`config.mk`:
```
export PLATFORM = sky130hd
export DESIGN_NAME = key_load_capture
export DESIGN_NICKNAME = d
export VERILOG_FILES = /design/src/rtl/key_load_capture.sv
export SDC_FILE = /design/constraint.sdc
export NUM_CORES = 1
export LEC_CHECK = 0
export ABC_AREA = 0
export ABC_CLOCK_PERIOD_IN_PS = 2600
export CAP_MARGIN = 40
export CORE_MARGIN = 5
export CORE_UTILIZATION = 54
export CTS_CLUSTER_DIAMETER = 60
export DETAILED_ROUTE_END_ITERATION = 8
export GPL_ROUTABILITY_DRIVEN = 0
export MAX_ROUTING_LAYER = met4
export PLACE_DENSITY = 0.83
export SYNTH_ARGS = -nofsm -noshare
export SYNTH_HDL_FRONTEND = slang
export SYNTH_SLANG_ARGS = --single-unit
```
`constraint.sdc`:
```
create_clock -name CLOCK_50 -period 2.6 [get_ports CLOCK_50]
set_input_delay 0.52 -clock CLOCK_50 [delete_from_list [all_inputs] [get_ports CLOCK_50]]
set_output_delay 0.52 -clock CLOCK_50 [all_outputs]
set_load 0.02 [all_outputs]
```
`src/rtl/key_load_capture.sv`:
```
// Debounced push-button loader: on each confirmed press, latches the synchronized
// switch word into a held register that feeds the A operand and hex display chain.
module key_load_capture #(
  parameter int WIDTH           = 16,
  parameter int DEBOUNCE_CYCLES = 1000000,
  parameter int CNT_W           = 8
) (
  input  logic             CLOCK_50,
  input  logic             RESET_N,
  input  logic             key_n,
  input  logic [WIDTH-1:0] sw_in,
  output logic [WIDTH-1:0] data_out,
  output logic             load_pulse,
  output logic             pressed,
  output logic [CNT_W-1:0] load_count
);

  // state        | meaning
  // IDLE         | button released and stable, waiting for key_s low
  // PRESS_WAIT   | key_s low, counting stable cycles before accepting the press
  // PRESSED      | press accepted and captured, waiting for key_s high
  // RELEASE_WAIT | key_s high, counting stable cycles before accepting the release
  typedef enum logic [1:0] {
    IDLE         = 2'd0,
    PRESS_WAIT   = 2'd1,
    PRESSED      = 2'd2,
    RELEASE_WAIT = 2'd3
  } state_e;

  localparam int              DB_W     = (DEBOUNCE_CYCLES > 2) ? $clog2(DEBOUNCE_CYCLES) : 1;
  localparam logic [DB_W-1:0] CNT_LAST = DB_W'(DEBOUNCE_CYCLES - 1);

  state_e           state_q, state_d;
  logic [DB_W-1:0]  cnt_q, cnt_d;
  logic             key_meta_q, key_s_q;
  logic [WIDTH-1:0] sw_meta_q, sw_s_q;
  logic [WIDTH-1:0] data_q;
  logic             pulse_q;
  logic             pressed_q;
  logic [CNT_W-1:0] count_q;
  logic             capture;

  // Key chain resets to the released level so reset never looks like a press.
  always_ff @(posedge CLOCK_50 or negedge RESET_N) begin
    if (!RESET_N) begin
      key_meta_q <= 1'b1;
      key_s_q    <= 1'b1;
      sw_meta_q  <= '0;
      sw_s_q     <= '0;
    end else begin
      key_meta_q <= key_n;
      key_s_q    <= key_meta_q;
      sw_meta_q  <= sw_in;
      sw_s_q     <= sw_meta_q;
    end
  end

  always_ff @(posedge CLOCK_50 or negedge RESET_N) begin
    if (!RESET_N) begin
      state_q <= IDLE;
      cnt_q   <= '0;
    end else begin
      state_q <= state_d;
      cnt_q   <= cnt_d;
    end
  end

  always_comb begin
    state_d = state_q;
    cnt_d   = cnt_q;
    capture = 1'b0;
    case (state_q)
      IDLE: begin
        if (!key_s_q) begin
          state_d = PRESS_WAIT;
          cnt_d   = '0;
        end
      end
      PRESS_WAIT: begin
        if (key_s_q) begin
          state_d = IDLE;
        end else if (cnt_q == CNT_LAST) begin
          state_d = PRESSED;
          cnt_d   = '0;
          capture = 1'b1;
        end else begin
          cnt_d = cnt_q + DB_W'(1);
        end
      end
      PRESSED: begin
        if (key_s_q) begin
          state_d = RELEASE_WAIT;
          cnt_d   = '0;
        end
      end
      RELEASE_WAIT: begin
        // A low sample here is release bounce, never a fresh press.
        if (!key_s_q) begin
          state_d = PRESSED;
        end else if (cnt_q == CNT_LAST) begin
          state_d = IDLE;
          cnt_d   = '0;
        end else begin
          cnt_d = cnt_q + DB_W'(1);
        end
      end
      default: begin
        state_d = IDLE;
        cnt_d   = '0;
      end
    endcase
  end

  always_ff @(posedge CLOCK_50 or negedge RESET_N) begin
    if (!RESET_N) begin
      data_q    <= '0;
      pulse_q   <= 1'b0;
      pressed_q <= 1'b0;
      count_q   <= '0;
    end else begin
      pulse_q   <= capture;
      pressed_q <= (state_d == PRESSED) || (state_d == RELEASE_WAIT);
      if (capture) begin
        data_q  <= sw_s_q;
        count_q <= count_q + CNT_W'(1);
      end
    end
  end

  assign data_out   = data_q;
  assign load_pulse = pulse_q;
  assign pressed    = pressed_q;
  assign load_count = count_q;

endmodule

```
Word-level counts from Yosys, hierarchy flattened
Index checks and enable logic that the tools add are counted.
- add/subtract/negate cells: 2
- equal/unequal tests: 10
- muxes and demuxes: 16
- reductions and logical operators: 3
- operators with widths (cell ; number):
    20-bit two-way mux ; 5
    20-bit one-hot mux with 4 select lines ; 1
    20-bit by 1-bit adder with 20-bit output (second input constant) ; 1
    20-bit == test (second input constant) ; 1
    2-bit two-way mux ; 6
    8-bit by 1-bit adder with 8-bit output (second input constant) ; 1
    2-bit == test (second input constant) ; 4
    2-bit inequality test (second input constant) ; 4
    2-bit one-hot mux with 4 select lines ; 1
    4-bit AND reduction ; 1
    1-bit two-way mux ; 3
    2-bit by 1-bit == test with 1-bit output (second input constant) ; 1
    2-bit logical NOT ; 1
    1-bit logical OR ; 1
- bits in registers: 82
- input port bits: 19
- output and inout port bits: 26
- logic and storage cells: 41

Longest topological paths before layout
- depth after elaboration: 6
- depth in mapped cells: 8

Worst setup path before layout
OpenSTA, ideal clock, no wires.
- kind: register to register
- start point: reg cnt_q[0]
- end point: reg data_q[10], in the netlist data_out[10]
- arrival: 2.080 ns
- slack: 0.395 ns
- stages on the path, launching flop included: 9
- buffers on the path: 3
- path through: dfrtp_1 -> ha_1 -> nand3_1 -> or4b_1 -> buf_2 -> or2_1 -> buf_6 -> buf_6 -> mux2_4
- cells in the longest elaborated chain, start to end: 4
- ends and longest elaborated chain (element ; RTL line ; source):
    start: declaration ; 34 ; logic [DB_W-1:0] cnt_q, cnt_d;
    start signal: assignment ; 64 ; cnt_q <= cnt_d;
    20-bit == test ; 82 ; end else if (cnt_q == CNT_LAST) begin
    1-bit two-way mux ; 82 ;
    1-bit two-way mux ; 80 ; if (key_s_q) begin
    1-bit two-way mux ; 72 ; case (state_q)
    end signal: assignment ; 124 ; data_q <= sw_s_q;
    end: declaration ; 37 ; logic [WIDTH-1:0] data_q;
Every way passes these cells.
A chain may end at the register's enable or synchronous reset.

==> results <==
- The flow ran to the end, and the final reports show no timing, DRC or antenna violations.
- STA puts the critical path data arrival time at ~2.5 ns.
- The biggest area consumer among synthesized cells is dfrtp_1.
- Of all flip-flops after synthesis, the portion carrying an async set or reset was 1.00.
- Internal power comes to 1.89 mW.
- Averaged over all synthesized cells, the footprint is 12.6 µm².
- Of the post-synthesis cell area, the dominant cell type holds 0.615.
- The total area inside the core boundary comes to 0.00585 mm².
- Entering global routing, the biggest net connects 82 pins.
- The antenna diode count is 0.
- The overflow left after global routing is 0.
- The clock net in this run drives a total of 81 sinks.
- IR analysis of the VDD net gives a maximum drop of 521 µV.
- The hold-fix buffer count after cts is 0.
- The net count of the finished layout is 327.
- After clock tree synthesis, the setup repair step added 0 buffers.
- For this block, the routed nets add up to 6.26 mm of wire.
- In this run the worst path has a maximum fanout of 18.
- The number of buffers created by CTS is 9.
- The initial cell density of the core is 0.550.
- Once detail routing completed, the nets flagged for antenna violations numbered 0.
- The CTS tree is done.
- Setup repair after global routing left no endpoint under its margin.
- The total vias in the final route is 2,218.
- The setup-violating endpoint count in the final report is 0.
- The clock share of power is 0.414.
- The number of nets produced by synthesis is 277.
- In this run the tightest slew margin relative to its limit is 0.602.
- The first global-routing pass estimated 10.8 mm of wire.
- The number of enable-type register cells in the synthesized netlist is 0.
- The number of top-level pins is 45.
- The number of max-slew violations in the final report is 0.
- The critical path goes through nor3b_1 > or4b_1 > or2_1 > buf_4 > mux2_4.
- The synthesized design contains 81 register bits.
- The share of the Yosys chip area taken by registers is 0.631.
- Power spread over the standard cell area amounts to 613 mW/mm².
- In the synthesized netlist, the number of instances is 256.
- The netlist uses 47 different library cells.
- The number of antenna violations at the first check in global routing is 0.
- The critical register-to-register path startpoint is pressed.
- The kind of critical path is reg2reg.
- The slack of the worst reg-to-reg path is 0.33 ns.
- The DRC violation count after routing is 0.
- The number of vias per cell after detailed routing is 5.75.
- The reg-to-reg critical path endpoint is data_out[8].
- The minimum clock period is between 2 and 2.5 ns.
- The tightest min-delay check is of the in2async type.
- For this design the static power due to leakage is 1.75 nW.
- The aggregate global-route resource usage is 0.192.
- The clock transition time at the flip-flop clock pins of the worst setup and hold paths is 0.08 ns.
- The largest single stage delay on the critical path is 0.60 ns.
- Of the cells placed in the final design, the portion with a size suffix greater than 1 is 0.141.
- The critical path required time is 2.84 ns.
- The sort of element at the start of the critical path is a register.
- Max-cap violations in this run came to 0.
- The share of total power dissipated in sequential elements is 0.544.
- The tree is rooted in a clkbuf_8.
- The post-cts resize count is 0.
- Summed over all nets, the switching power comes to 0.542 mW.
- The ratio of final minimum period to clock period is 0.874.
- Ranked by total cell area, the synthesized netlist is headed by dfrtp_1 (61%), mux2_4 (4.2%), mux2_2 (2.8%).
- By instance count, the leading cell after synthesis is dfrtp_1.
- The switching power as a share of total power is 0.222.
- The commonest cells after synthesis are dfrtp_1 (79), nand2_1 (22), o21ai_0 (14), nand3_1 (11), nor3_1 (10).
- The sum of negative setup slack is 0 ns.
- For this run, the detailed router's first-pass iteration total came to 5.
- The routed length per placed instance is 16.2 µm.
- The count of input and output buffers is 44.
- The tightest hold margin is approximately 0.17 ns.
- The floorplan step set the die height to 87.2 µm.
- The main flop type after synthesis is dfrtp_1.
- The width of the chip is 87.2 µm.
- The floorplan has 28 rows.
- The share of total power dissipated in combinational logic is 0.042.
- The largest individual stage delay along the critical path comes from the cell or4b_1.
- The category of the worst setup path capture point is a register.
- The clock tree synthesis step divided the H-tree into 3 levels.
- The number of cells traversed by the worst register-to-register path is 5.
- The die covers ~0.0076 mm².
- The clock reaches the later pin of the worst-skew pair after between 0.3 and 0.4 ns.
- Derived from the worst setup path, the maximum achievable clock frequency is 440 MHz.
- Clock skew on the completed layout was measured at 0.00866 ns.
- The number of hold violations in the final report was 0.
- For this run, the number of Yosys warnings is 0.
- The starting DRC count in detailed routing is 215.
- The area growth from synthesis to final layout is 23.5%.
- Detailed placement ended at an HPWL of around 4.2 mm.
- At the pin with the least slew margin, the transition time is 0.592 ns.
- The maximum buffer depth of the clock tree is 2.
- The summed instance area of the synthesized netlist is 0.00322 mm².
- The via count of the first global-routing pass is 2,229.
layer usage:
layer,up-vias,GRT usage,part of all wire
li1,1030,-,-
met1,1106,0.246,0.42
met2,68,0.304,0.51
met3,14,0.0426,0.054
met4,0,0.0642,0.016
met5,-,-,0
flip-flops by register name (all words and copies together), names as in the netlist:
name and cells:
sw_s_q 16, state_q 1, pressed 1, key_s_q 1, cnt_q 20, data_out 16
load_pulse 1, load_count 8, key_meta_q 1, sw_meta_q 16
worst max path at each step:
stage,from,slack (ns),endpoint,depth (start not counted)
after floorplan,cnt_q[0],0.39,data_out[10],8
after CTS,pressed,0.33,data_out[10],5
after global placement,pressed,0.36,data_out[12],5
final,pressed,0.33,data_out[8],5
after detailed placement,pressed,0.34,data_out[14],5
after global routing,cnt_q[0],0.15,cnt_q[11],6
worst max-delay path, delay by kind of cell, from the launching register on:
family | cells | cell delay (ns)
and+or+nand+nor | 3 | 1.17
DFF | 1 | 0.44
muxes | 1 | 0.32
buffers and inverters | 1 | 0.23
power by group through the flow:
stage	Sequential, mW	Clock, mW	Combinational [mW]
4_1_cts	1.32	1.03	0.103
3_3_place_gp	1.35	0	0.0993
5_1_grt	1.33	1.10	0.115
6_report	1.32	1.01	0.102
3_5_place_dp	1.35	0	0.104
2_1_floorplan	1.34	0	0.0357
through the flow:
stage / cells / setup WS [ns] / cell area, µm² / power [mW] / utilization
finish: 386 / 0.328 / 3970 / 2.44 / 0.679
global placement: 370 / 0.355 / 3750 / 1.44 / 0.641
CTS: 386 / 0.326 / 3970 / 2.46 / 0.679
floorplan: 256 / 0.395 / 3220 / 1.38 / -
global route: 386 / 0.146 / 3970 / 2.55 / 0.679
detailed placement: 370 / 0.345 / 3750 / 1.45 / 0.641
layout make-up:
type                    instances  area, µm²
repair buffers                 51        503
inverters                       5       18.8
clock inverters                 7       98.8
fillers                       408       1880
clock buffers                   9        124
multi-input cells             158       1100
flip-flops and latches         81       2030
well taps                      75       93.8
logic make-up after synthesis:
family	Yosys count	synth area share
AO/OA/AOI/OAI	40	0.0840
XOR/XNOR	9	0.0245
adder cells (fa/ha/maj)	2	0.00778
buffers and inverters	17	0.0257
flip-flops	81	0.631
multiplexers	21	0.0825
AND/OR/NAND/NOR	86	0.145
cells in the final DEF, fill, tap and decap left out, types with 3 or more instances in the layout:
cell and count:
a21oi_1 3, a22oi_1 4, and4_1 3, buf_4 7, clkbuf_8 9, clkdlybuf4s50_1 43
dfrtp_1 79, inv_1 5, inv_6 3, mux2_2 8, mux2_4 9, mux2i_1 4
nand2_1 22, nand3_1 11, nand4_1 5, nor2_1 8, nor3_1 10, o21ai_0 14
or3_1 7, or4_1 5, xor2_1 7
(Power assumes the default switching activity.)
